===== src/rtl/amba_axi_pkg.sv =====
// Shared AXI4 types for the interconnect: burst/size/response encodings and
// the manager-to-subordinate (mosi) / subordinate-to-manager (miso) bundles.
package amba_axi_pkg;

  localparam int AXI_ID_W   = 4;
  localparam int AXI_ADDR_W = 32;
  localparam int AXI_DATA_W = 32;
  localparam int AXI_USER_W = 1;

  typedef enum logic [1:0] {
    BURST_FIXED = 2'b00,
    BURST_INCR  = 2'b01,
    BURST_WRAP  = 2'b10
  } axi_burst_t;

  typedef logic [2:0] axi_size_t;

  typedef enum logic [1:0] {
    RESP_OKAY   = 2'b00,
    RESP_EXOKAY = 2'b01,
    RESP_SLVERR = 2'b10,
    RESP_DECERR = 2'b11
  } axi_error_t;

  typedef struct packed {
    logic [AXI_ID_W-1:0]     awid;
    logic [AXI_ADDR_W-1:0]   awaddr;
    logic [7:0]              awlen;
    axi_size_t               awsize;
    axi_burst_t              awburst;
    logic                    awvalid;
    logic [AXI_DATA_W-1:0]   wdata;
    logic [AXI_DATA_W/8-1:0] wstrb;
    logic                    wlast;
    logic                    wvalid;
    logic                    bready;
    logic [AXI_ID_W-1:0]     arid;
    logic [AXI_ADDR_W-1:0]   araddr;
    logic [7:0]              arlen;
    axi_size_t               arsize;
    axi_burst_t              arburst;
    logic                    arvalid;
    logic                    rready;
  } s_axi_mosi_t;

  typedef struct packed {
    logic                    awready;
    logic                    wready;
    logic [AXI_ID_W-1:0]     bid;
    axi_error_t              bresp;
    logic [AXI_USER_W-1:0]   buser;
    logic                    bvalid;
    logic                    arready;
    logic [AXI_ID_W-1:0]     rid;
    logic [AXI_DATA_W-1:0]   rdata;
    axi_error_t              rresp;
    logic                    rlast;
    logic [AXI_USER_W-1:0]   ruser;
    logic                    rvalid;
  } s_axi_miso_t;

endpackage


===== src/rtl/axi_beat_addr_gen.sv =====
// Combinational next-beat address for FIXED / INCR / WRAP bursts.
// WRAP with a non-power-of-two beat count degrades to INCR.
module axi_beat_addr_gen
  import amba_axi_pkg::*;
#(
  parameter int ADDR_W = 32
) (
  input  logic [ADDR_W-1:0] addr,
  input  axi_size_t         size,
  input  logic [7:0]        len,
  input  axi_burst_t        burst,
  output logic [ADDR_W-1:0] next_addr
);

  logic [ADDR_W-1:0] step;
  logic [ADDR_W-1:0] incr_addr;
  logic [ADDR_W-1:0] wrap_mask;
  logic              wrap_ok;

  always_comb begin
    step      = ADDR_W'(1) << size;
    incr_addr = addr + step;
    // window = (len+1) beats of 2^size bytes, aligned to its own size
    wrap_mask = ((ADDR_W'(len) + ADDR_W'(1)) << size) - ADDR_W'(1);
    wrap_ok   = len inside {8'd1, 8'd3, 8'd7, 8'd15};
    case (burst)
      BURST_FIXED: next_addr = addr;
      BURST_WRAP:  next_addr = wrap_ok ? ((addr & ~wrap_mask) | (incr_addr & wrap_mask))
                                       : incr_addr;
      default:     next_addr = incr_addr;
    endcase
  end

endmodule


===== src/rtl/axi_rom_burst_adapter.sv =====
// Splits upstream AXI read bursts into single-beat reads for a boot ROM and
// answers any upstream write with SLVERR after draining its data.
module axi_rom_burst_adapter
  import amba_axi_pkg::*;
#(
  parameter int ADDR_W = 32
) (
  input  logic        clk,
  input  logic        rst,
  input  s_axi_mosi_t s_mosi,
  output s_axi_miso_t s_miso,
  output s_axi_mosi_t m_mosi,
  input  s_axi_miso_t m_miso
);

  typedef enum logic [2:0] {IDLE, AR_ISSUE, R_WAIT, W_DRAIN, B_RESP} state_t;

  state_t                 state, state_n;
  logic [7:0]             cnt;
  logic [AXI_ID_W-1:0]    rd_id;
  logic [AXI_ID_W-1:0]    wr_id;
  logic [AXI_ADDR_W-1:0]  addr;
  logic [AXI_ADDR_W-1:0]  addr_nxt;
  logic [ADDR_W-1:0]      beat_next;
  logic [7:0]             len;
  axi_size_t              size;
  axi_burst_t             burst;
  logic                   last_beat;
  logic                   r_hs;

  axi_beat_addr_gen #(.ADDR_W(ADDR_W)) u_addr_gen (
    .addr      (addr[ADDR_W-1:0]),
    .size      (size),
    .len       (len),
    .burst     (burst),
    .next_addr (beat_next)
  );

  // Bits above the arithmetic width ride along unchanged.
  generate
    if (ADDR_W >= AXI_ADDR_W) begin : g_full
      assign addr_nxt = beat_next[AXI_ADDR_W-1:0];
    end else begin : g_part
      assign addr_nxt = {addr[AXI_ADDR_W-1:ADDR_W], beat_next};
    end
  endgenerate

  assign last_beat = (cnt == len);
  assign r_hs      = m_miso.rvalid && s_mosi.rready;

  always_ff @(posedge clk) begin
    if (rst) begin
      state <= IDLE;
      cnt   <= '0;
      rd_id <= '0;
      wr_id <= '0;
      addr  <= '0;
      len   <= '0;
      size  <= '0;
      burst <= BURST_FIXED;
    end else begin
      state <= state_n;
      case (state)
        IDLE: begin
          if (s_mosi.arvalid) begin
            rd_id <= s_mosi.arid;
            addr  <= s_mosi.araddr;
            len   <= s_mosi.arlen;
            size  <= s_mosi.arsize;
            burst <= s_mosi.arburst;
            cnt   <= '0;
          end else if (s_mosi.awvalid) begin
            wr_id <= s_mosi.awid;
          end
        end
        R_WAIT: begin
          if (r_hs && !last_beat) begin
            addr <= addr_nxt;
            cnt  <= cnt + 8'd1;
          end
        end
        default: ;
      endcase
    end
  end

  // Outputs are forced quiet while rst is held so a mid-burst reset never
  // leaks a stale beat upstream.
  always_comb begin
    state_n       = state;
    s_miso        = '0;
    m_mosi        = '0;
    m_mosi.bready = 1'b1;
    if (!rst) begin
      case (state)
        IDLE: begin
          s_miso.arready = 1'b1;
          if (s_mosi.arvalid) begin
            state_n = AR_ISSUE;
          end else if (s_mosi.awvalid) begin
            s_miso.awready = 1'b1;
            state_n        = W_DRAIN;
          end
        end
        AR_ISSUE: begin
          m_mosi.arvalid = 1'b1;
          m_mosi.araddr  = addr;
          m_mosi.arlen   = 8'd0;
          m_mosi.arsize  = size;
          m_mosi.arburst = BURST_INCR;
          m_mosi.arid    = rd_id;
          if (m_miso.arready) state_n = R_WAIT;
        end
        R_WAIT: begin
          m_mosi.rready = s_mosi.rready;
          s_miso.rvalid = m_miso.rvalid;
          s_miso.rdata  = m_miso.rdata;
          s_miso.rresp  = m_miso.rresp;
          s_miso.rid    = rd_id;
          s_miso.rlast  = last_beat;
          if (r_hs) state_n = last_beat ? IDLE : AR_ISSUE;
        end
        W_DRAIN: begin
          s_miso.wready = 1'b1;
          if (s_mosi.wvalid && s_mosi.wlast) state_n = B_RESP;
        end
        B_RESP: begin
          s_miso.bvalid = 1'b1;
          s_miso.bresp  = RESP_SLVERR;
          s_miso.bid    = wr_id;
          if (s_mosi.bready) state_n = IDLE;
        end
        default: state_n = IDLE;
      endcase
    end
  end

  logic unused_ok;
  assign unused_ok = ^{m_miso.awready, m_miso.wready, m_miso.bid, m_miso.bresp, m_miso.buser,
                       m_miso.bvalid, m_miso.rid, m_miso.rlast, m_miso.ruser,
                       s_mosi.awaddr, s_mosi.awlen, s_mosi.awsize, s_mosi.awburst,
                       s_mosi.wdata, s_mosi.wstrb};

endmodule


===== config.mk =====
export PLATFORM = sky130hd
export DESIGN_NAME = axi_rom_burst_adapter
export DESIGN_NICKNAME = d
export VERILOG_FILES = /design/src/rtl/amba_axi_pkg.sv /design/src/rtl/axi_beat_addr_gen.sv /design/src/rtl/axi_rom_burst_adapter.sv
export SDC_FILE = /design/constraint.sdc
export NUM_CORES = 1
export LEC_CHECK = 0
export BUFFER_PORTS_ARGS = -buffer_cell sky130_fd_sc_hd__buf_2
export CORE_AREA = 2 2 150 152
export DETAILED_ROUTE_END_ITERATION = 8
export DIE_AREA = 0 0 152 154
export PLACE_DENSITY = 0.62
export SYNTH_ARGS = -nofsm -noshare
export SYNTH_HDL_FRONTEND = slang
export SYNTH_SLANG_ARGS = --single-unit

===== constraint.sdc =====
create_clock -name clk -period 3.8 [get_ports clk]
set_input_delay 1.14 -clock clk [delete_from_list [all_inputs] [get_ports clk]]
set_output_delay 1.14 -clock clk [all_outputs]
set_load 0.03 [all_outputs]

==> results_dict.tcl, run 1 <==
set metrics [dict create \
    max_stage_delay_ns 0.59 \
    cts_tree "done" \
    numCtsBuffers 9 \
    gp_congestion 0.939 \
    clock-root-buffer "clkbuf_16" \
    fin_skew_ns 0.00854 \
    crit_chain "nand2b_1 -> nor2_4 -> buf_4 -> and3_1 -> buf_2" \
    status "finished clean" \
    first_pass_iters 5 \
    synthDistinctLibCells 81 \
    hold_path.class "register to register" \
    nNetsFinal 1270 \
    ir_worst_vdd_uv 299 \
    grt_pass1_wl_um 32300 \
    dpl-instance-area_um2 7340 \
    fin_crit_sh 0.914 \
    synth.avg_cell_area_um2 7.22 \
    die_width_um 152 \
    critPathKind "register to output pin" \
    place_hpwl_um 15800 \
    finalSetupViolCount 0 \
    grt_pass1_vias 6305 \
    dieArea_um2 23400 \
    drv_cap 0 \
    stdcell_area_um2 7650 \
    cts_sinks 64 \
    grt_max_degree 53 \
    tightest_slew_ns 0.664 \
    die_h_um 154 \
    antenna_cells 0 \
    clock_path_buffers 2 \
    hold_buffers 0 \
    ant_nets 0 \
    ys_ff_latch 64 \
    drt_iter0_drc 514 \
    p_leak_nw 3.62 \
    vias 6741 \
    final_common_cell "buf_2" \
    syn_area_um2 6380 \
    synthCells 884 \
    antenna_found_initial 0 \
    wire_per_inst_um 15.2 \
    num_io_pins 386 \
    start_util 0.294 \
    synthFlopType "dfxtp_1" \
    drc 0 \
    min_period_ns 3.47 \
    grt_overflow_total 0 \
    fmax_mhz 288 \
    grt_usage 0.169 \
    clkLatencyLatePin_ns 0.35 \
    cp-start-kind "register" \
    totalWireLength_um 20500 \
    crit_path_end_kind "output pin" \
    synth_seq_area_share 0.201 \
    maxSlewHeadroom 0.552 \
    synth_edf_count 0 \
    power_frac_clock 0.204 \
    async_flop_share 0 \
    crit_arrival_ns 2.33 \
    rr_worst_depth 15 \
    rsz0062_at_grt "false" \
    vias_per_cell 5.00 \
    final.setup.tns_ns 0 \
    drive_above_1_share 0.256 \
    whs_path_depth 2 \
    worst_path_max_delay_cell "dfxtp_1" \
    yosysWarningCount 0 \
    core_um2 21700 \
    area_delta_synth_final_pct 19.8 \
    cp.required_ns 2.66 \
    p_sw_frac 0.486 \
    p_switching_mw 2.05 \
    seq_power_share 0.259 \
    report.final.slew_viol_count 0 \
    internal_power_mw 2.17 \
    io_buffers 187 \
    clkTransAtPathRegs_ns 0.06 \
    cts_max_level 3 \
    comb_power_share 0.537 \
    layout_common_cells "buf_2, conb_1, nand2_1" \
    powerDensity_nw_per_um2 551 \
    finalHoldViolCount 0 \
    rows 54 \
    cp_max_fo 25 \
]
[cell type report]
| type | count | area (um2) |
|---|---|---|
| Tap cell | 280 | 350 |
| Sequential cell | 64 | 1280 |
| Multi-Input combinational cell | 734 | 4370 |
| Clock buffer | 11 | 243 |
| Clock inverter | 5 | 56.3 |
| Fill cell | 2346 | 14000 |
| Inverter | 24 | 90.1 |
| Timing Repair Buffer | 229 | 1250 |
[Yosys cell counts, drive strengths merged, types with 8 or more instances]
library cell | count | share of area
nor2 | 61 | 0.036
and2 | 36 | 0.035
inv | 24 | 0.014
nor4 | 20 | 0.021
nand2b | 8 | 0.0078
ha | 13 | 0.025
dfxtp | 64 | 0.20
o22ai | 12 | 0.012
a21oi | 71 | 0.056
mux2i | 8 | 0.013
o21a | 8 | 0.011
a211oi | 11 | 0.014
and3 | 51 | 0.050
nand3 | 24 | 0.021
buf | 119 | 0.14
nand2 | 93 | 0.055
o21ai | 31 | 0.027
clkbuf | 42 | 0.025
xor2 | 21 | 0.029
nor3 | 17 | 0.013
nand4 | 13 | 0.015
o31ai | 8 | 0.012
o211ai | 14 | 0.016
xnor2 | 13 | 0.018
a311oi | 8 | 0.011
[per-stage QoR]
| stage | cells | util | hold slack [ns] | setup slack [ns] | power [mW] |
|---|---|---|---|---|---|
| 5_1_grt | 1347 | 0.353 | 0.507 | 0.0901 | 4.51 |
| 2_1_floorplan | 983 | - | 0.440 | -0.0426 | 2.80 |
| 3_3_place_gp | 1331 | 0.339 | 0.460 | 0.310 | 3.32 |
| 4_1_cts | 1347 | 0.352 | 0.468 | 0.265 | 4.22 |
| 6_report | 1347 | 0.353 | 0.468 | 0.326 | 4.21 |
| 3_5_place_dp | 1331 | 0.339 | 0.460 | 0.284 | 3.35 |
[worst max-delay path: cells and delay by family (launching register included)]
kind                   cells  cell delay, ns
buffers and inverters      2            0.53
DFF                        1            0.59
and+or+nand+nor            3            0.86
[logic make-up (layout without fill, tap and decap cells)]
group | after synthesis | in the layout | share of synthesized area
AOI/OAI and AO/OA | 225 | 225 | 0.247
and+or+nand+nor | 351 | 351 | 0.285
xor gates and xnor gates | 34 | 34 | 0.0466
muxes | 9 | 9 | 0.0143
DFF | 64 | 64 | 0.201
buffers and inverters | 185 | 269 | 0.176
adders and majority gates | 14 | 14 | 0.0286
other | 2 | 101 | 0.00118
[final timing paths]
check | startpoint | to | slack (ns)
min | rd_id[0] | rd_id[0] | 0.47
min reg2reg | rd_id[0] | rd_id[0] | 0.47
max | state[1] | s_miso[4] | 0.33
max reg2reg | len[0] | register | 0.39
[metal layers]
| metal | global-route usage | wire length [um] | up-vias |
|---|---|---|---|
| li1 | - | - | 3323 |
| met5 | 0 | 0 | - |
| met3 | 0.0304 | 1290 | 42 |
| met2 | 0.286 | 9850 | 299 |
| met4 | 0.0814 | 655 | 0 |
| met1 | 0.207 | 8730 | 3077 |
[power groups by stage]
stage | registers, mW | logic (mW) | clock network [mW]
floorplan | 0.981 | 1.82 | 0
global placement | 1.10 | 2.22 | 0
detailed placement | 1.10 | 2.25 | 0
CTS | 1.09 | 2.26 | 0.876
global route | 1.13 | 2.48 | 0.901
finish | 1.09 | 2.26 | 0.860
[what timing repair did]
action                     4_1_cts  5_1_grt
buffers inserted                 0        0
setup endpoints to repair        0        1
gates resized for setup          0        2
(Power assumes the default switching activity.)
==> run 2: changes to the inputs <==
--- a/config.mk
+++ b/config.mk
@@ -7,9 +7,11 @@
 export LEC_CHECK = 0
 export BUFFER_PORTS_ARGS = -buffer_cell sky130_fd_sc_hd__buf_2
 export CORE_AREA = 2 2 150 152
+export CTS_BUF_LIST = sky130_fd_sc_hd__clkbuf_4 sky130_fd_sc_hd__clkbuf_8
 export DETAILED_ROUTE_END_ITERATION = 8
 export DIE_AREA = 0 0 152 154
 export PLACE_DENSITY = 0.62
+export RECOVER_POWER = 50
 export SYNTH_ARGS = -nofsm -noshare
 export SYNTH_HDL_FRONTEND = slang
 export SYNTH_SLANG_ARGS = --single-unit
==> run 2 against run 1 <==
Routed wire length is 0.25% lower. Non-clock buffer count unchanged. First-iteration DRC count is 17% lower. Worst hold slack better by 0.0037 ns.
==> results_dict.tcl, run 2 (same netlist as run 1, synthesis figures left out) <==
set metrics [dict create \
    status "finished clean" \
    tightest_slew_ns 1.01 \
    wire_per_inst_um 15.2 \
    cts_max_level 3 \
    r2r_setup_slack_ns 0.36 \
    gp_congestion 0.939 \
    rows 54 \
    numCtsBuffers 9 \
    grt_overflow_total 0 \
    fin_skew_ns 0.0117 \
    drc 0 \
    grt_pass1_wl_um 32400 \
    crit_chain "buf_2 -> inv_1 -> buf_2 -> and3_1 -> buf_2" \
    crit_path_end_kind "output pin" \
    crit_top_cell "buf_2" \
    finalSetupViolCount 0 \
    clkTransAtPathRegs_ns 0.08 \
    clock_path_buffers 2 \
    grt_pass1_vias 6287 \
    drv_cap 0 \
    report.final.slew_viol_count 0 \
    max_stage_delay_ns 0.62 \
    first_pass_iters 5 \
    finalHoldViolCount 0 \
    setup_slack_ns 0.184 \
    antenna_cells 0 \
    fin_crit_sh 0.952 \
    holdCritStartpoint "rd_id[0]" \
    grt_max_degree 53 \
    layout_common_cells "buf_2, conb_1, nand2_1" \
    final_common_cell "buf_2" \
    num_io_pins 386 \
    cp.required_ns 2.66 \
    worst_path_max_delay_cell "buf_2" \
    whs_path_depth 2 \
    cp-start-kind "input port" \
    rsz0062_at_grt "false" \
    critPathKind "input port to output pin" \
    hold_path.class "register to register" \
    whs_ns 0.471 \
    die_width_um 152 \
    min_period_ns 3.62 \
    p_leak_nw 3.48 \
    die_h_um 154 \
    core_um2 21700 \
    cts_sinks 64 \
    final_cells 1347 \
    critPathBufInv 4 \
    ant_nets 0 \
    cp_max_fo 52 \
    totalWireLength_um 20500 \
    maxSlewHeadroom 0.327 \
    cts_tree "done" \
    antenna_found_initial 0 \
    dieArea_um2 23400 \
    nNetsFinal 1270 \
    powerDensity_nw_per_um2 528 \
    place_hpwl_um 15800 \
    crit_arrival_ns 2.48 \
    crit-reg2reg-launch "len[0]" \
    crit_family "buffers and inverters" \
    clkLatencyLatePin_ns 0.39 \
    holdPathEnd "rd_id[0]" \
    drt_iter0_drc 425 \
    area_delta_synth_final_pct 17.4 \
    start_util 0.294 \
    ir_worst_vdd_uv 241 \
    cts_setup_buffers 0 \
    io_buffers 187 \
    place_ws_ns 0.284 \
    rr_worst_depth 12 \
    clock-root-buffer "clkbuf_8" \
    drive_above_1_share 0.237 \
    dp_cells 1331 \
    vias 6750 \
    fmax_mhz 277 \
    grt_usage 0.170 \
    vias_per_cell 5.01 \
]
-- run 2: cell count changes in the layout (fill, tap and decap cells not counted), moves of 2 or more --
cell and change:
buf_2 -22, buf_4 -10, clkbuf_1 +18, clkbuf_16 -9
clkbuf_2 +12, clkbuf_4 +2, clkbuf_8 +9
-- run 2: worst max-delay path by stage --
stage	from	endpoint	slack (ns)	cells after the start
after floorplan	rst	m_mosi[29]	-0.04	5
after global placement	len[2]	register	0.31	14
after detailed placement	len[2]	register	0.28	14
after CTS	len[2]	register	0.26	14
after global routing	len[0]	register	0.07	15
final	rst	s_miso[4]	0.18	5
-- run 2: area by class of cell --
type | instances | area (um2)
fill | 2365 | 14200
clock inverter | 5 | 56.3
clock buffer | 11 | 145
timing repair buffer | 229 | 1200
multi-input combinational | 734 | 4360
inverter | 24 | 90.1
tap | 280 | 350
sequential | 64 | 1280
-- run 2: timing repair --
action,4_1_cts,5_1_grt
endpoints found under the setup margin,0,1
hold endpoints to repair,0,0
hold buffers,0,0
resized for setup,0,2
-- run 2: worst register-to-register path: cells and delay by family (launching register included) --
family / cells / cell delay, ns
AOI/OAI and AO/OA: 6 / 1.67
and+or+nand+nor: 3 / 0.59
buffers and inverters: 2 / 0.45
DFF: 1 / 0.32
adders and majority gates: 1 / 0.32
-- run 2: per-stage QoR --
| stage | power [mW] | util | setup TNS (ns) | instance area, um2 |
|---|---|---|---|---|
| 6_report | 3.96 | 0.346 | 0 | 7490 |
| 5_1_grt | 4.25 | 0.346 | 0 | 7490 |
| 4_1_cts | 4.00 | 0.348 | 0 | 7550 |
| 3_5_place_dp | 3.35 | 0.339 | 0 | 7340 |
| 3_3_place_gp | 3.32 | 0.339 | 0 | 7340 |
| 2_1_floorplan | 2.80 | - | -0.430 | 6760 |
-- run 2: power by group --
group	total [mW]	internal [mW]	switching, mW
Combinational	2.23	0.775	1.46
Sequential	1.09	0.845	0.246
Clock	0.637	0.327	0.310
Total	3.96	1.95	2.01
-- run 2: metal layers --
layer  track usage  part of all wire
met2         0.286              0.48
met3        0.0302             0.061
met5             0                 0
met1         0.208              0.43
met4        0.0859             0.032
